$ cat config.mk
export PLATFORM = sky130hd
export DESIGN_NAME = interrupt_controller
export DESIGN_NICKNAME = d
export VERILOG_FILES = /design/src/rtl/interrupt_controller.sv
export SDC_FILE = /design/constraint.sdc
export NUM_CORES = 1
export LEC_CHECK = 0
export BUFFER_PORTS_ARGS = -buffer_cell sky130_fd_sc_hd__buf_2
export CAP_MARGIN = 20
export CORE_MARGIN = 3
export CORE_UTILIZATION = 42
export CTS_BUF_LIST = sky130_fd_sc_hd__clkbuf_16
export CTS_CLUSTER_DIAMETER = 150
export DETAILED_ROUTE_END_ITERATION = 8
export GPL_TIMING_DRIVEN = 0
export PLACE_DENSITY = 0.79
export SLEW_MARGIN = 20
export SYNTH_ARGS = -nofsm -noshare
export SYNTH_HDL_FRONTEND = slang
export SYNTH_SLANG_ARGS = --single-unit
$ cat constraint.sdc
create_clock -name clk -period 1.6 [get_ports clk]
set_clock_uncertainty 0.05 [all_clocks]
set_input_delay 0.48 -clock clk [delete_from_list [all_inputs] [get_ports clk]]
set_output_delay 0.48 -clock clk [all_outputs]
set_load 0.005 [all_outputs]
$ cat src/rtl/interrupt_controller.sv
// Interrupt controller: synchronises and edge-detects N_SRC lines, latches them as pending,
// and hands the lowest-index enabled request to the core with an ack / EOI handshake.
module interrupt_controller #(
  parameter int N_SRC       = 4,
  parameter int ID_W        = 2,
  parameter int SYNC_STAGES = 2
) (
  input  logic             clk,
  input  logic             rst_n,
  input  logic [N_SRC-1:0] irq_src,
  input  logic             bus_sel,
  input  logic             bus_we,
  input  logic [1:0]       bus_addr,
  input  logic [31:0]      bus_wdata,
  output logic [31:0]      bus_rdata,
  input  logic             int_ack,
  output logic             interrput,
  output logic [ID_W-1:0]  irq_id
);

  typedef enum logic [1:0] {
    IDLE    = 2'd0,
    REQ     = 2'd1,
    SERVICE = 2'd2
  } state_t;

  logic [N_SRC-1:0] r_sync [SYNC_STAGES];
  logic [N_SRC-1:0] r_prev;
  logic [N_SRC-1:0] r_pending;
  logic [N_SRC-1:0] r_enable;
  state_t           r_state;
  logic [ID_W-1:0]  r_irq_id;
  logic             r_int;

  logic [N_SRC-1:0] w_sync_out;
  logic [N_SRC-1:0] w_edge;
  logic [N_SRC-1:0] w_req;
  logic [N_SRC-1:0] w_w1c_mask;
  logic [N_SRC-1:0] w_ack_mask;
  logic [N_SRC-1:0] w_pending_next;
  logic [ID_W-1:0]  w_win_id;
  logic             w_wr;
  logic             w_unused;

  assign w_sync_out = r_sync[SYNC_STAGES-1];
  assign w_edge     = w_sync_out & ~r_prev;
  assign w_req      = r_pending & r_enable;
  assign w_wr       = bus_sel & bus_we;
  assign w_w1c_mask = (w_wr && bus_addr == 2'd1) ? bus_wdata[N_SRC-1:0] : '0;
  assign w_ack_mask = (r_state == REQ && int_ack) ? (N_SRC'(1) << r_irq_id) : '0;
  // A fresh edge overrides any clear of the same bit in the same cycle.
  assign w_pending_next = (r_pending & ~w_w1c_mask & ~w_ack_mask) | w_edge;
  assign w_unused   = ^bus_wdata[31:N_SRC];

  // NOTE: every variable driven in always_comb gets a default first, so no path can infer a latch.
  always_comb begin
    w_win_id = '0;
    for (int i = N_SRC - 1; i >= 0; i--) begin
      if (w_req[i]) w_win_id = ID_W'(i);
    end
  end

  always_comb begin
    bus_rdata = '0;
    case (bus_addr)
      2'd0: bus_rdata[N_SRC-1:0] = r_enable;
      2'd1: bus_rdata[N_SRC-1:0] = r_pending;
      2'd2: begin
        bus_rdata[9:8]      = r_state;
        bus_rdata[ID_W-1:0] = r_irq_id;
      end
      default: bus_rdata = '0;
    endcase
  end

  // NOTE: sequential state uses non-blocking assignments so all flops update from pre-edge values.
  always_ff @(posedge clk or negedge rst_n) begin
    if (!rst_n) begin
      for (int s = 0; s < SYNC_STAGES; s++) r_sync[s] <= '0;
      r_prev    <= '0;
      r_pending <= '0;
      r_enable  <= '0;
    end else begin
      r_sync[0] <= irq_src;
      for (int s = 1; s < SYNC_STAGES; s++) r_sync[s] <= r_sync[s-1];
      r_prev    <= w_sync_out;
      r_pending <= w_pending_next;
      if (w_wr && bus_addr == 2'd0) r_enable <= bus_wdata[N_SRC-1:0];
    end
  end

  always_ff @(posedge clk or negedge rst_n) begin
    if (!rst_n) begin
      r_state  <= IDLE;
      r_irq_id <= '0;
      r_int    <= 1'b0;
    end else begin
      case (r_state)
        IDLE: if (|w_req) begin
          r_irq_id <= w_win_id;
          r_int    <= 1'b1;
          r_state  <= REQ;
        end
        REQ: if (int_ack) begin
          r_int   <= 1'b0;
          r_state <= SERVICE;
        end
        SERVICE: if (w_wr && bus_addr == 2'd3) r_state <= IDLE;
        default: begin
          r_int   <= 1'b0;
          r_state <= IDLE;
        end
      endcase
    end
  end

  assign interrput = r_int;
  assign irq_id    = r_irq_id;

endmodule

## After elaboration in Yosys (flattened, before gate mapping)

Index checks and enable logic that the tools add are counted.

| word-level totals | value |
|---|---|
| bits in writable memories | 0 |
| bits of input ports | 43 |
| latch bits | 0 |
| ROM bits | 0 |
| bits in registers | 25 |
| word-level logic and storage cells | 53 |
| memories | 0 |
| output and inout bits | 35 |

| cells by class | value |
|---|---|
| shift-type cells | 1 |
| $lt $le $gt $ge | 0 |
| div/mod/pow operators | 0 |
| bitwise gates (word level) | 10 |
| multiplexer cells | 16 |
| multiply operators | 0 |
| $add $sub $neg | 0 |
| reductions and logical operators | 10 |
| equal/unequal tests | 8 |

Operator list:

| cell | count |
|---|---|
| $and 4x4->4 | 4 |
| $mux 2 | 8 |
| $not 4->4 | 3 |
| $pmux 2 s3 | 2 |
| $mux 4 | 2 |
| $eq 2x2->1 const B | 3 |
| $ne 2x2->1 const B | 3 |
| $reduce_and 3->1 | 2 |
| $eq 2x1->1 const B | 2 |
| $logic_and 1x1->1 | 4 |
| $logic_not 2->1 | 2 |
| $or 4x4->4 | 1 |
| $pmux 2 s2 | 1 |
| $reduce_or 4->1 | 1 |
| $shl 1x2->4 const A | 1 |
| $pmux 1 s3 | 1 |
| $mux 1 | 2 |
| $reduce_and 2->1 | 1 |
| $and 1x1->1 | 1 |
| $not 1->1 | 1 |

## Longest topological paths before layout

Gate-level depths: netlist of the first run.

| depth | value |
|---|---|
| word-level depth | 7 |
| mapped depth | 4 |
| gate-level depth less buffers | 3 |

## Worst setup path before layout of the first run

OpenSTA, ideal clock, no wires.

| path | value |
|---|---|
| path kind | input to output |
| start | input port bus_addr[0] |
| end | output port bus_rdata[8] |
| data required time | 1070 ps |
| setup slack | 94 ps |
| cell stages on the path | 3 |
| path buffers | 1 |
| data arrival time | 976 ps |
| cell sequence | buf_2 > nor2b_1 > and2_1 |

| on the way | value |
|---|---|
| longest elaborated chain between the ends | 2 |

RTL lines:

| element | line | RTL |
|---|---|---|
| start: declaration | 13 | `input logic [1:0] bus_addr,` |
| $eq 2x2->1 | 65 | `case (bus_addr)` |
| $mux 2 | 65 |  |
| end: declaration | 15 | `output logic [31:0] bus_rdata,` |

Every way passes these cells.

## Worst setup path after layout of the first run

| path | value |
|---|---|
| start | input port bus_addr[0] |
| end | output port bus_rdata[1] |

| on the way | value |
|---|---|
| longest elaborated chain between the ends | 2 |
| elaborated cells between the ends (all ways) | 4 |
| those cells by class | 2 x eq/ne; 1 x mux; 1 x reduce/logical |

RTL lines:

| element | line |
|---|---|
| $eq 2x2->1, or another cell as far along | 65 |
| $pmux 2 s3 (*) | 65 |

Every way passes the cells marked *; elsewhere a longest branch is shown, timed or not.

==> results by group, run 1 <==
Layout
  – Layout cells sized above 1: 0.385
  – Area grow syn2layout: 32.7%
  – Fin util: 0.620
  – Diode count: 0
  – Final nets: 213
  – Filler instances: 217

CTS
  – TritonCTS clock tree: yes
  – Clk slew on worst S/H paths: 0.06 ns
  – Clock Sinks: 25
  – H-Tree Depth: 1
  – Worst-Skew Late Latency: 0.26 ns
  – Number of CTS-inserted buffers: 3
  – Root buffer cell: clkbuf_16
  – Clock Path Buffers: 2

Critical path
  – R2R depth: 4
  – Flop-to-flop setup slack: 0.06 ns
  – Type of element capturing the critical path: output pin
  – CP Launch Type: input port
  – Worst R2R Start: r_pending[3]$_DFF_PN0_
  – Worst EP required: 1.07 ns
  – Maximum fanout along the worst path: 8
  – Crit path DAT: 1.06 ns
  – Worst reg2reg endpoint: interrput$_DFFE_PN0P_
  – Critical path type: in -> out

Placed design
  – PortBufs: 22
  – Pre-CTS WS: -0.0945 ns
  – Hpwl dp: 1.80 mm
  – RePlAce Congestion: 0.894

Logic synthesis
  – Mapped Cells: 110
  – Register area share after synthesis: 0.512
  – Post-synth top cells: 26 x buf_4, 25 x dfrtp_1, 7 x nand2_1, 6 x inv_1
  – Top_reg_cell synth: dfrtp_1
  – Post-synth cell types: 26
  – Synth top area cells: dfrtp_1 51%, buf_4 16%, mux2_1 3.7%, a22o_1 3.6%, mux2i_1 3.3%
  – Number of synthesized register bits: 25
  – EDFF count, synth: 0
  – Asr flop ratio synth: 1.00
  – Synth warnings: 0
  – Yosys top cell area share: 0.512
  – Synthesized cell area: 0.00122 mm^2
  – Top-count cell post-synth: buf_4
  – Synth area leader: dfrtp_1
  – Syn avg cell area: 11.1 um^2

STA
  – Final min period: 1.59 ns
  – Final Max Slew Viols: 0
  – Max Freq: 0.630 GHz
  – Final Cycle Share: 0.992
  – RSZ-0062 raised after global routing: yes
  – Final setup viols: 0
  – Worst Max-Slew Pin Slew: 0.532 ns
  – Final worst slack: 0.0132 ns
  – Hold Vio Cnt, Final: 0
  – Relative slew slack: 0.645

Die
  – Num rows: 18
  – Starting Density: 0.467
  – Die Wd: 59.9 um
  – Core footprint: 0.00261 mm^2
  – Io pins: 78
  – DIE AREA: 0.00359 mm^2
  – Die height: 59.9 um

Detailed routing
  – Drt via density: 4.69
  – Via count: 933
  – DRC: 0
  – Wire length on met1: 1.00 mm
  – Avg WL per Cell: 12.5 um
  – Routed wl met2: 1.14 mm
  – Top layer in use: met4
  – Router iterations before antenna repair: 4
  – DR WL met3: 275 um
  – DR iter-0 viols: 29
  – Antenna Nets Post-Route: 0
  – Final wirelength: 2.50 mm

Job
  – Max_cap viols: 0

Global route
  – Overall routing resource usage: 0.133
  – Pin count of the biggest net entering global routing: 26
  – Vias in the first global route: 772
  – Antenna violations before repair: 0
  – First-pass GRT wire length: 3.46 mm
  – GRT overflow: 0

Power
  – Pleak: 0.868 nW
  – Pwr Density: 1340 mW/mm^2
  – Peak supply drop: 916 uV

Outcome
  – Status: completed

Hold path
  – Hold crit path type: in -> async
## sequential cells by signal, summed over array words and instances, names as in the netlist
name,count
r_enable,4
r_pending,4
r_prev,4
r_sync,4
w_sync_out,4
irq_id,2
r_state,2
interrput,1
## cell usage in the layout, fill, tap and decap left out, drive strengths merged
cell | synthesis | routed
a22o | 6 | 6
o21ai | 2 | 2
nor2b | 3 | 3
nor2 | 3 | 3
a32oi | 1 | 1
nand2 | 7 | 7
nor4bb | 1 | 1
nand3 | 1 | 1
dfrtp | 25 | 25
conb | 1 | 26
clkbuf | 0 | 3
nor3b | 1 | 1
a21oi | 5 | 5
a22oi | 2 | 2
a221o | 2 | 2
buf | 27 | 57
nand4 | 1 | 1
inv | 6 | 6
nor3 | 1 | 1
and4b | 1 | 1
and2 | 3 | 3
o21a | 1 | 1
a32o | 2 | 2
mux2 | 4 | 4
clkinv | 0 | 1
mux2i | 4 | 4
## cell type report
| type | count | area, um^2 | share of cell area |
|---|---|---|---|
| Tap cell | 30 | 37.5 | 0.0232 |
| Clock buffer | 3 | 75.1 | 0.0463 |
| Timing Repair Buffer | 30 | 173 | 0.107 |
| Buffer | 27 | 206 | 0.127 |
| Multi-Input combinational cell | 77 | 474 | 0.293 |
| Sequential cell | 25 | 627 | 0.387 |
| Clock inverter | 1 | 5.00 | 0.00309 |
| Inverter | 6 | 22.5 | 0.0139 |
## critical path, stage by stage
cell     delay, ns
buf_6         0.12
mux2i_1       0.25
o21ai_1       0.08
buf_2         0.13
## per-stage QoR
step | setup TNS, ns | std cells | total power [mW] | hold slack (ns) | cell area [um^2]
floorplan | 0 | 135 | 1.29 | 0.134 | 1320
global placement | -0.259 | 187 | 1.46 | 0.282 | 1460
detailed placement | -0.324 | 187 | 1.49 | 0.286 | 1460
CTS | 0 | 192 | 2.06 | 0.161 | 1570
global route | -0.0293 | 199 | 2.29 | 0.178 | 1620
finish | 0 | 199 | 2.17 | 0.141 | 1620
## logic make-up (layout without fill, tap and decap cells)
kind of cell    after synthesis  after routing  share of synthesized area
mux                           8              8                     0.0697
buf+inv                      33             67                      0.182
compound gates               21             21                      0.131
flops                        25             25                      0.512
simple gates                 22             22                      0.101
other cells                   1             26                    0.00307
## layer usage
layer | global-route usage | up-vias
li1 | - | 446
met1 | 0.165 | 422
met4 | 0.0854 | 0
met2 | 0.208 | 56
met5 | 0 | -
met3 | 0.0281 | 9
## power breakdown
part | internal [mW] | total (mW) | switching [mW]
Sequential | 0.774 | 0.940 | 0.165
Combinational | 0.384 | 0.681 | 0.296
Clock | 0.337 | 0.550 | 0.214
Total | 1.50 | 2.17 | 0.675
## worst max path at each step
stage / startpoint / to / slack, ns / cells after the start
detailed placement: bus_addr[0] / bus_rdata[1] / -0.09 / 4
finish: bus_addr[0] / bus_rdata[1] / 0.01 / 4
CTS: r_pending[0]$_DFF_PN0_ / bus_rdata[0] / 0.0008 / 3
floorplan: bus_addr[0] / bus_rdata[8] / 0.09 / 3
global placement: bus_addr[1] / bus_rdata[0] / -0.08 / 5
global route: r_pending[0]$_DFF_PN0_ / bus_rdata[0] / -0.02 / 3
## repair_timing
item / in CTS / in global routing
resized for setup: 6 / 2
setup buffers: 1 / 7
hold buffers: 0 / 0
setup endpoints to repair: 5 / 4
No activity file was read; power rests on OpenSTA's default activity.
==> run 2, diff against run 1 <==
Settings changed: CORE_MARGIN 3 to unset, CORE_UTILIZATION 42 to 45, PLACE_DENSITY 0.79 to 0.84.
Clock period 1.6 ns to 1.85 ns, I/O delays scaled along.
==> results by group, run 2 (synthesis gave the netlist of run 1 again) <==
Global route
  – Vias in the first global route: 758
  – First-pass GRT wire length: 3.37 mm
  – Overall routing resource usage: 0.168
  – Pin count of the biggest net entering global routing: 26
  – Antenna violations before repair: 0
  – GRT overflow: 0

CTS
  – Root buffer cell: clkbuf_16
  – Number of CTS-inserted buffers: 3
  – Cts hold-fix bufs: 0
  – Clk slew on worst S/H paths: 0.06 ns
  – TritonCTS clock tree: yes
  – Clock Sinks: 25
  – H-Tree Depth: 1
  – Worst-Skew Late Latency: 0.26 ns
  – Clock Path Buffers: 2

Layout
  – Multi-input gate area: 474 um^2
  – Highest-count cells in the layout ignoring fill and taps: 26 x buf_4, 26 x conb_1, 25 x dfrtp_1
  – Diode count: 0
  – Filler instances: 211
  – Layout cells sized above 1: 0.342
  – FF/Latch Area: 626 um^2
  – Area grow syn2layout: 27.3%
  – Final Non-Filler Cells: 191
  – Fin util: 0.616
  – Final nets: 205

Job
  – Max_cap viols: 0

STA
  – RSZ-0062 raised after global routing: no
  – Post-Route Setup TNS: 0 ns
  – Final min period: 1.78 ns
  – Final setup viols: 0
  – Final Max Slew Viols: 0
  – Hold Vio Cnt, Final: 0
  – Worst Max-Slew Pin Slew: 0.529 ns
  – Max Freq: 0.563 GHz
  – Final Cycle Share: 0.961
  – Relative slew slack: 0.647

Critical path
  – Worst reg2reg endpoint: interrput$_DFFE_PN0P_
  – Worst Setup EP: bus_rdata[1]
  – Worst R2R Start: r_enable[3]$_DFFE_PN0P_
  – CP Launch Type: input port
  – Worst EP required: 1.24 ns
  – Critical path type: in -> out
  – Crit path DAT: 1.17 ns
  – Crit path launch: bus_addr[1]
  – Maximum fanout along the worst path: 8
  – Type of element capturing the critical path: output pin
  – Flop-to-flop setup slack: 0.43 ns
  – R2R depth: 3

Die
  – Core footprint: 0.00252 mm^2
  – Io pins: 78
  – Die height: 54.1 um
  – Num rows: 18
  – Starting Density: 0.484
  – DIE AREA: 0.00293 mm^2
  – Die Wd: 54.1 um

Detailed routing
  – Router iterations before antenna repair: 4
  – DR iter-0 viols: 21
  – Antenna Nets Post-Route: 0
  – DRC: 0
  – Via count: 893
  – Avg WL per Cell: 11.6 um
  – Drt via density: 4.68
  – Final wirelength: 2.22 mm

Power
  – Pwr Density: 1130 mW/mm^2
  – Pleak: 0.832 nW
  – Overall Power: 1.75 mW
  – Peak supply drop: 776 uV

Placed design
  – RePlAce Congestion: 0.840
  – DP Cell Count: 187
  – PortBufs: 22
  – Hpwl dp: 1.70 mm

Hold path
  – Hold crit path type: in -> async

Outcome
  – Status: completed
-- run 2: changes by cell type in the layout (fill, tap and decap cells not counted), sizes merged --
cell,before,now
buf,57,47
clkbuf,3,5
clkinv,1,0
inv,6,7
-- run 2: how the worst min path moves through the flow --
stage | slack, ns | depth (start not counted) | endpoint | from
finish | 0.22 | 1 | r_sync[6]$_DFF_PN0_ | rst_n
global route | 0.28 | 1 | w_sync_out[2]$_DFF_PN0_ | rst_n
CTS | 0.24 | 1 | r_sync[7]$_DFF_PN0_ | rst_n
detailed placement | 0.29 | 0 | w_sync_out[0]$_DFF_PN0_ | r_sync[4]$_DFF_PN0_
global placement | 0.28 | 0 | w_sync_out[0]$_DFF_PN0_ | r_sync[4]$_DFF_PN0_
floorplan | 0.21 | 0 | interrput$_DFFE_PN0P_ | rst_n
-- run 2: routing by layer --
| layer | share of wire | up-vias | GRT usage | routed length [um] |
|---|---|---|---|---|
| met5 | 0 | - | 0 | 0 |
| met4 | 0.026 | 0 | 0.0983 | 58 |
| met3 | 0.097 | 7 | 0.0339 | 216 |
| met2 | 0.46 | 51 | 0.267 | 1010 |
| met1 | 0.42 | 405 | 0.211 | 933 |
| li1 | - | 430 | - | - |
-- run 2: final cells by class --
| cell class | instances | share of cell area |
|---|---|---|
| Sequential cell | 25 | 0.403 |
| Multi-Input combinational cell | 77 | 0.305 |
| Buffer | 27 | 0.130 |
| Timing Repair Buffer | 22 | 0.0725 |
| Clock buffer | 3 | 0.0483 |
| Tap cell | 30 | 0.0242 |
| Inverter | 6 | 0.0145 |
| Clock inverter | 1 | 0.00242 |
-- run 2: per-stage QoR --
step	setup slack (ns)	instance area, um^2	hold WS (ns)
5_1_grt	0.00736	1550	0.283
4_1_cts	0.00480	1540	0.244
3_5_place_dp	-0.0374	1460	0.290
2_1_floorplan	0.194	1320	0.209
6_report	0.0723	1550	0.224
3_3_place_gp	-0.0371	1460	0.283
-- run 2: worst max-delay path: stages --
cell,delay [ns]
clkbuf_4,0.15
nor2b_4,0.17
nand2_1,0.07
o21ai_1,0.09
buf_2,0.13
-- run 2: repair_timing --
| action | CTS | global route |
|---|---|---|
| setup buffers | 0 | 0 |
| gates cloned | 0 | 0 |
| endpoints found under the setup margin | 1 | 2 |
| gates resized for setup | 1 | 4 |
-- run 2: report_power, final --
part | total (mW) | switching, mW | internal [mW]
registers | 0.819 | 0.150 | 0.668
logic | 0.474 | 0.212 | 0.261
clock network | 0.462 | 0.173 | 0.288
